==> config.mk <==
export PLATFORM = sky130hd
export DESIGN_NAME = stream_select_packer
export DESIGN_NICKNAME = d
export VERILOG_FILES = /design/src/rtl/stream_select_packer_pkg.sv /design/src/rtl/stream_select_packer_pack_accum.sv /design/src/rtl/stream_select_packer.sv
export SDC_FILE = /design/constraint.sdc
export NUM_CORES = 1
export LEC_CHECK = 0
export CORE_ASPECT_RATIO = 0.5
export CORE_MARGIN = 2
export CORE_UTILIZATION = 37
export CTS_CLUSTER_DIAMETER = 50
export DETAILED_ROUTE_END_ITERATION = 16
export PLACE_DENSITY = 0.68
export SYNTH_ARGS = -nofsm -noshare
export SYNTH_HDL_FRONTEND = slang
export SYNTH_SLANG_ARGS = --single-unit
==> constraint.sdc <==
create_clock -name clk_i -period 2.67 [get_ports clk_i]
set_input_delay 0.4005 -clock clk_i [delete_from_list [all_inputs] [get_ports clk_i]]
set_output_delay 0.4005 -clock clk_i [all_outputs]
set_load 0.005 [all_outputs]
==> src/rtl/stream_select_packer_pkg.sv <==
// Shared constants and helpers for the pixel-stream select/pack output stage.
package stream_select_packer_pkg;

  localparam int UART_WORD_W = 8;

  // Counter/select width that never collapses to zero bits.
  function automatic int clog2_min1(input int n);
    return (n > 2) ? $clog2(n) : 1;
  endfunction

endpackage

==> src/rtl/stream_select_packer_pack_accum.sv <==
// Insert-style pixel accumulator with word and line position counters.
module stream_select_packer_pack_accum
  import stream_select_packer_pkg::*;
#(
  parameter int pixel_width_p  = 1,
  parameter int word_width_p   = UART_WORD_W,
  parameter int linewidth_px_p = 320
) (
  input  logic                     clk_i,
  input  logic                     reset_ni,
  input  logic                     accept_i,
  input  logic [pixel_width_p-1:0] pix_i,
  output logic                     complete_o,
  output logic [word_width_p-1:0]  word_o,
  output logic                     line_start_o
);

  localparam int pack_num_lp = word_width_p / pixel_width_p;
  localparam int wcnt_w_lp   = clog2_min1(pack_num_lp);
  localparam int lcnt_w_lp   = clog2_min1(linewidth_px_p);

  logic [word_width_p-1:0] acc_q, acc_d;
  logic [wcnt_w_lp-1:0]    word_cnt_q, word_cnt_d;
  logic [lcnt_w_lp-1:0]    line_cnt_q, line_cnt_d;
  logic                    line_end;

  assign line_end     = (line_cnt_q == lcnt_w_lp'(linewidth_px_p - 1));
  assign complete_o   = line_end || (word_cnt_q == wcnt_w_lp'(pack_num_lp - 1));
  assign line_start_o = (line_cnt_q == '0) && (word_cnt_q == '0);

  // Slots above word_cnt are always zero, so a line-end word comes out padded.
  always_comb begin
    word_o = acc_q;
    word_o[word_cnt_q*pixel_width_p +: pixel_width_p] = pix_i;
    acc_d      = acc_q;
    word_cnt_d = word_cnt_q;
    line_cnt_d = line_cnt_q;
    if (accept_i) begin
      acc_d      = complete_o ? '0 : word_o;
      word_cnt_d = complete_o ? '0 : word_cnt_q + 1'b1;
      line_cnt_d = line_end   ? '0 : line_cnt_q + 1'b1;
    end
  end

  always_ff @(posedge clk_i or negedge reset_ni) begin
    if (!reset_ni) begin
      acc_q      <= '0;
      word_cnt_q <= '0;
      line_cnt_q <= '0;
    end else begin
      acc_q      <= acc_d;
      word_cnt_q <= word_cnt_d;
      line_cnt_q <= line_cnt_d;
    end
  end

endmodule

==> src/rtl/stream_select_packer.sv <==
// Line-synchronous channel select feeding a pixel packer and a one-word output register.
module stream_select_packer
  import stream_select_packer_pkg::*;
#(
  parameter int  channels_p     = 4,
  parameter int  pixel_width_p  = 1,
  parameter int  word_width_p   = UART_WORD_W,
  parameter int  linewidth_px_p = 320,
  localparam int sel_width_lp   = clog2_min1(channels_p)
) (
  input  logic                                clk_i,
  input  logic                                reset_ni,
  input  logic [sel_width_lp-1:0]             sel_i,
  input  logic [channels_p-1:0]               valid_i,
  input  logic [channels_p*pixel_width_p-1:0] data_i,
  output logic [channels_p-1:0]               ready_o,
  output logic                                valid_o,
  output logic [word_width_p-1:0]             data_o,
  input  logic                                ready_i,
  output logic [sel_width_lp-1:0]             sel_o
);

  logic [sel_width_lp-1:0]  sel_q;
  logic                     valid_q;
  logic [word_width_p-1:0]  data_q;
  logic [pixel_width_p-1:0] pix;
  logic [word_width_p-1:0]  word;
  logic                     sel_ready, accept, complete, line_start;

  assign pix       = data_i[sel_q*pixel_width_p +: pixel_width_p];
  // Stall only the pixel that would need a second output slot.
  assign sel_ready = !valid_q || ready_i || !complete;
  assign accept    = valid_i[sel_q] && sel_ready;

  for (genvar c = 0; c < channels_p; c++) begin : g_rdy
    assign ready_o[c] = (sel_q == sel_width_lp'(c)) ? sel_ready : 1'b1;
  end

  stream_select_packer_pack_accum #(
    .pixel_width_p (pixel_width_p),
    .word_width_p  (word_width_p),
    .linewidth_px_p(linewidth_px_p)
  ) u_acc (
    .clk_i       (clk_i),
    .reset_ni    (reset_ni),
    .accept_i    (accept),
    .pix_i       (pix),
    .complete_o  (complete),
    .word_o      (word),
    .line_start_o(line_start)
  );

  always_ff @(posedge clk_i or negedge reset_ni) begin
    if (!reset_ni) begin
      sel_q   <= '0;
      valid_q <= 1'b0;
      data_q  <= '0;
    end else begin
      if (line_start && !accept && (int'(sel_i) < channels_p)) sel_q <= sel_i;
      if (accept && complete) begin
        valid_q <= 1'b1;
        data_q  <= word;
      end else if (ready_i) begin
        valid_q <= 1'b0;
      end
    end
  end

  assign sel_o   = sel_q;
  assign valid_o = valid_q;
  assign data_o  = data_q;

endmodule

## Word-level counts from Yosys, hierarchy flattened

Cells that the tools add are included.

- Mux-type cells: 12
- $lt $le $gt $ge: 1
- Shift-type cells: 3
- $add $sub $neg: 3
- Reduce and logical (&&, ||, !) cells: 14
- Eq/ne operators: 5

Operator list:

| cell | number |
|---|---|
| negator 3 -> 34 bit | 1 |
| variable shift 1 x 34 -> 8 bit, first input constant | 1 |
| indexed part select 1 x 34 -> 8 bit | 1 |
| adder 9 x 1 -> 9 bit, second input constant | 1 |
| equality test 9 bit, second input constant | 1 |
| zero test 9 bit | 1 |
| 2-to-1 mux 9 bit | 1 |
| bitwise mux 8 bit | 1 |
| 2-to-1 mux 8 bit | 1 |
| 2-to-1 mux 1 bit | 7 |
| equality test 2 bit, second input constant | 2 |
| logical AND 1 bit | 4 |
| indexed part select 4 x 3 -> 1 bit | 1 |
| adder 3 x 1 -> 3 bit, second input constant | 1 |
| equality test 3 bit, second input constant | 1 |
| zero test 1 bit | 3 |
| zero test 3 bit | 1 |
| logical OR 1 bit | 3 |
| less-than comparator 2 x 3 -> 1 bit, second input constant | 1 |
| 2-to-1 mux 3 bit | 1 |
| binary-select mux 1 bit (select 2 bit) | 1 |
| equality test 2 x 1 -> 1 bit, second input constant | 1 |
| zero test 2 bit | 1 |
| nonzero test 2 bit | 1 |

- Output and inout bits: 15
- Register bits after elaboration: 31
- Word-level logic and storage cells: 44

## Longest topological paths before layout

- Depth after elaboration: 7
- Mapped depth: 9
- Depth with buffers taken out: 8

## Modules after synthesis

A second synthesis with hierarchy kept.

- Cell total of the unflattened synthesis: 175
- Area total of the unflattened synthesis: 1874.3 µm²

By module, submodules not included:

| module | times used | cells an instance | area each (µm²) | sequential area each (µm²) |
|---|---|---|---|---|
| stream_select_packer_pack_accum | 1 | 131 | 1286.2 | 500.5 |
| stream_select_packer | 1 | 44 | 588.1 | 275.3 |

## Worst setup path after synthesis

OpenSTA, ideal clock, no wires.

- Path kind: register -> output
- Start point: reg u_acc.word_cnt_q[0]
- End point: out ready_o[0]
- Arrival: 1.668 ns
- Data required time: 2.270 ns
- Slack: 0.601 ns
- Stages on the path, launching flop included: 8
- Cell sequence: dfrtp_1 -> ha_1 -> ha_1 -> inv_1 -> o21ai_1 -> buf_2 -> nand2_1 -> or3_1

- Word-level cells in the longest chain between the ends: 5

Ends and longest elaborated chain:

| what | RTL line | source |
|---|---|---|
| start, declared | stream_select_packer_pack_accum.sv:23 | `logic [wcnt_w_lp-1:0] word_cnt_q, word_cnt_d;` |
| start signal, assigned | stream_select_packer_pack_accum.sv:52 | `word_cnt_q <= word_cnt_d;` |
| equality test 3 bit | stream_select_packer_pack_accum.sv:28 | `assign complete_o = line_end \|\| (word_cnt_q == wcnt_w_lp'(pack_num_lp - 1));` |
| logical OR 1 bit | stream_select_packer_pack_accum.sv:28 |  |
| zero test 1 bit | stream_select_packer.sv:32 | `assign sel_ready = !valid_q \|\| ready_i \|\| !complete;` |
| logical OR 1 bit | stream_select_packer.sv:32 |  |
| 2-to-1 mux 1 bit | stream_select_packer.sv:36 | `assign ready_o[c] = (sel_q == sel_width_lp'(c)) ? sel_ready : 1'b1;` |
| end, declared | stream_select_packer.sv:16 | `output logic [channels_p-1:0] ready_o,` |

No other way between the ends.

## Final worst setup path

- Start point: reg u_acc.line_cnt_q[0]
- End point: out ready_o[0]

- Word-level cells in the longest chain between the ends: 5

Ends and longest elaborated chain:

| what | RTL line | source |
|---|---|---|
| start, declared | stream_select_packer_pack_accum.sv:24 | `logic [lcnt_w_lp-1:0] line_cnt_q, line_cnt_d;` |
| start signal, assigned | stream_select_packer_pack_accum.sv:53 | `line_cnt_q <= line_cnt_d;` |
| equality test 9 bit | stream_select_packer_pack_accum.sv:27 | `assign line_end = (line_cnt_q == lcnt_w_lp'(linewidth_px_p - 1));` |
| logical OR 1 bit | stream_select_packer_pack_accum.sv:28 |  |
| zero test 1 bit | stream_select_packer.sv:32 |  |
| logical OR 1 bit | stream_select_packer.sv:32 |  |
| 2-to-1 mux 1 bit | stream_select_packer.sv:36 |  |

No other way between the ends.

==> metrics.cfg <==
[clock_tree]
clock_path_buffers=2
postCtsSetupBuffers=0
cts-hold-fix-buffers=0
cts_sinks=31
cts_htree_levels=2
cts_tree=yes
numCtsBuffers=5
clkTransAtPathRegs_ns=0.07
root_buffer=clkbuf_8
clock_latency_ns=0.29

[setup_path]
end_kind=output port
required_ns=2.27
worstSetupStartpointType=flip-flop
arrival_ns=2.13
critPathKind=reg2out
cp_max_fo=5

[detailed_routing]
ant_nets=0
drt-total-wl_um=3786
firstDrtPassIters=4
vias_per_cell=5.024
vias=1442
drt_iter0_markers=59
drcViolationCount=0
wl_per_cell_um=13.19

[global_route]
grt_first_pass_wirelength_um=6831
grt.total_usage_pct=16.86
grt_pass1_vias=1433
grt-ovfl-total=0
antenna_found_initial=0
grt_max_degree=32

[min_path]
hp-class=reg2reg

[floorplanning]
core_area_um2=4488
initial_core_util_pct=39.09
io-pin-count=28
die-height_um=52.69
rows=17
die_w_um=101.4
die_area_um2=5341

[layout]
drive_gt1_share_pct=9.955
n_antenna_cell=0
final_cells=287
nNetsFinal=242
final_area_um2=2218
area_delta_synth_final_pct=26.46

[placed_design]
dp_hpwl_um=2816
gp_congestion=0.9034
place_inst=279
placed_area_um2=2093
numPortBuffers=27

[timing]
tns_ns=0
relSlewSlack_pct=59.39
tightest_slew_ns=0.6064
fin_crit_sh_pct=94.72
setup_violations=0
finalCriticalPeriod_ns=2.529
slew_viol_final=0
skew_ns=0.005746
rsz0062_at_grt=false
finalHoldViolCount=0
fmax_mhz=395.4

[yosys]
syn_avg_cell_area_um2=9.281
ys_ff_latch=31
ys_types=38
syn-cell-area_um2=1754
syn-num-nets=211
synth_warnings=0
seq_area_frac_synth_pct=44.22
syn-instance-count=189

[power_and_ir_drop]
irDropWorstVdd_uv=281.5
p_per_area_nw_per_um2=941.5
p_leak_nw=0.9423

[flow_run]
cap_violations=0

[run_status]
outcome=complete, no violations

==> registers in the layout (all words and copies together), names as in the netlist <==
signal	flops
u_acc.acc_q	8
u_acc.line_cnt_q	9
valid_o	1
sel_o	2
data_o	8
u_acc.word_cnt_q	3
==> repair_timing <==
action	CTS	global route
resized for setup	0	3
setup endpoints to repair	0	3
endpoints found under the hold margin	0	0
==> cells by family after synthesis <==
group | count (synthesis) | synth area share (%)
AOI/OAI and AO/OA | 46 | 14.62
xor gates and xnor gates | 5 | 2.496
adders and majority gates | 9 | 6.420
buffers and inverters | 15 | 3.994
DFF | 31 | 44.22
muxes | 9 | 6.990
and+or+nand+nor | 74 | 21.26
==> path summary, 6_finish.rpt <==
path,start,to,slack (ns),cells past startpoint
setup / recovery,u_acc.line_cnt_q[0],ready_o[0],0.14,6
hold / removal,u_acc.acc_q[4],u_acc.acc_q[4],0.49,2
setup reg to reg,sel_o[0],valid_o,0.53,4
hold reg to reg,u_acc.acc_q[4],u_acc.acc_q[4],0.49,2
max in group asynchronous,reset_ni,u_acc.word_cnt_q[0],1.86,2
min in group asynchronous,reset_ni,u_acc.line_cnt_q[6],0.50,2
==> worst max-delay path: stages, from the launching register on <==
cell             delay [ns]
dfrtp_1                0.40
ha_1                   0.22
nand4_1                0.19
o21ai_2                0.19
nand2_1                0.08
or3_1                  0.31
clkdlybuf4s50_1        0.45
==> layer usage <==
metal	part of all wire [%]	global-route usage, %
met5	0	0
met4	1.6	6.081
met3	2.8	4.000
met2	48	28.81
met1	48	21.11
==> placed cells by master, fill, tap and decap left out, types with 2 or more instances in the layout <==
cell type	Yosys	routed
a21oi_1	17	17
a31oi_1	3	3
and3_1	2	2
buf_4	0	3
clkbuf_8	0	6
clkdlybuf4s50_1	0	27
dfrtp_1	31	30
ha_1	9	8
inv_1	9	9
mux2_2	2	2
mux2i_1	4	4
nand2_1	26	26
nand3_1	4	4
nand4_1	5	5
nand4b_1	2	2
nor2_1	17	17
nor2b_1	4	4
nor3_1	3	3
o211ai_1	2	2
o21ai_0	19	19
or3_1	2	2
xnor2_1	5	5
==> final cells by class <==
cell class | count | area (um^2)
fillers | 426 | 2270
multi-input cells | 143 | 914.6
flip-flops and latches | 31 | 777.0
repair buffers | 30 | 292.8
clock buffers | 6 | 82.58
well taps | 66 | 82.58
clock inverters | 2 | 35.03
inverters | 9 | 33.78
==> cells in the mapped netlist, drive strengths merged <==
cell | count | area share (%)
dfrtp | 31 | 44
nand2 | 26 | 5.6
o21ai | 20 | 5.7
a21oi | 18 | 5.3
nor2 | 17 | 3.6
ha | 9 | 6.4
inv | 9 | 1.9
buf | 6 | 2.1
nand4 | 5 | 1.8
nor2b | 5 | 2.2
xnor2 | 5 | 2.5
mux2i | 4 | 2.3
nand3 | 4 | 1.1
a31oi | 3 | 1.1
mux2 | 3 | 1.9
nor3 | 3 | 0.86
and3 | 2 | 0.71
mux4 | 2 | 2.8
nand4b | 2 | 1.0
o211ai | 2 | 0.86
or3 | 2 | 0.71
a21bo | 1 | 0.57
a21boi | 1 | 0.64
a22oi | 1 | 0.43
and2 | 1 | 0.36
and4 | 1 | 0.50
nand4bb | 1 | 0.64
nor3b | 1 | 0.43
nor4 | 1 | 0.36
nor4b | 1 | 0.50
or2 | 1 | 0.36
or3b | 1 | 0.50
==> power by group <==
group	internal (mW)	switching (mW)
Sequential	0.638	0.151
Combinational	0.382	0.440
Clock	0.302	0.176
==> through the flow <==
step           utilization [%]  total power, mW  hold slack, ns  setup WS, ns
6_report                 49.43            2.089          0.4885        0.1409
5_1_grt                  49.43            2.264          0.5249     0.0006479
4_1_cts                  49.26            2.097          0.4933       0.01566
3_5_place_dp             46.64            1.607          0.4760        0.3033
3_3_place_gp             46.64            1.591          0.4713        0.3565
2_1_floorplan                -            1.304          0.1049        0.6014
No activity file was read; power rests on OpenSTA's default activity.
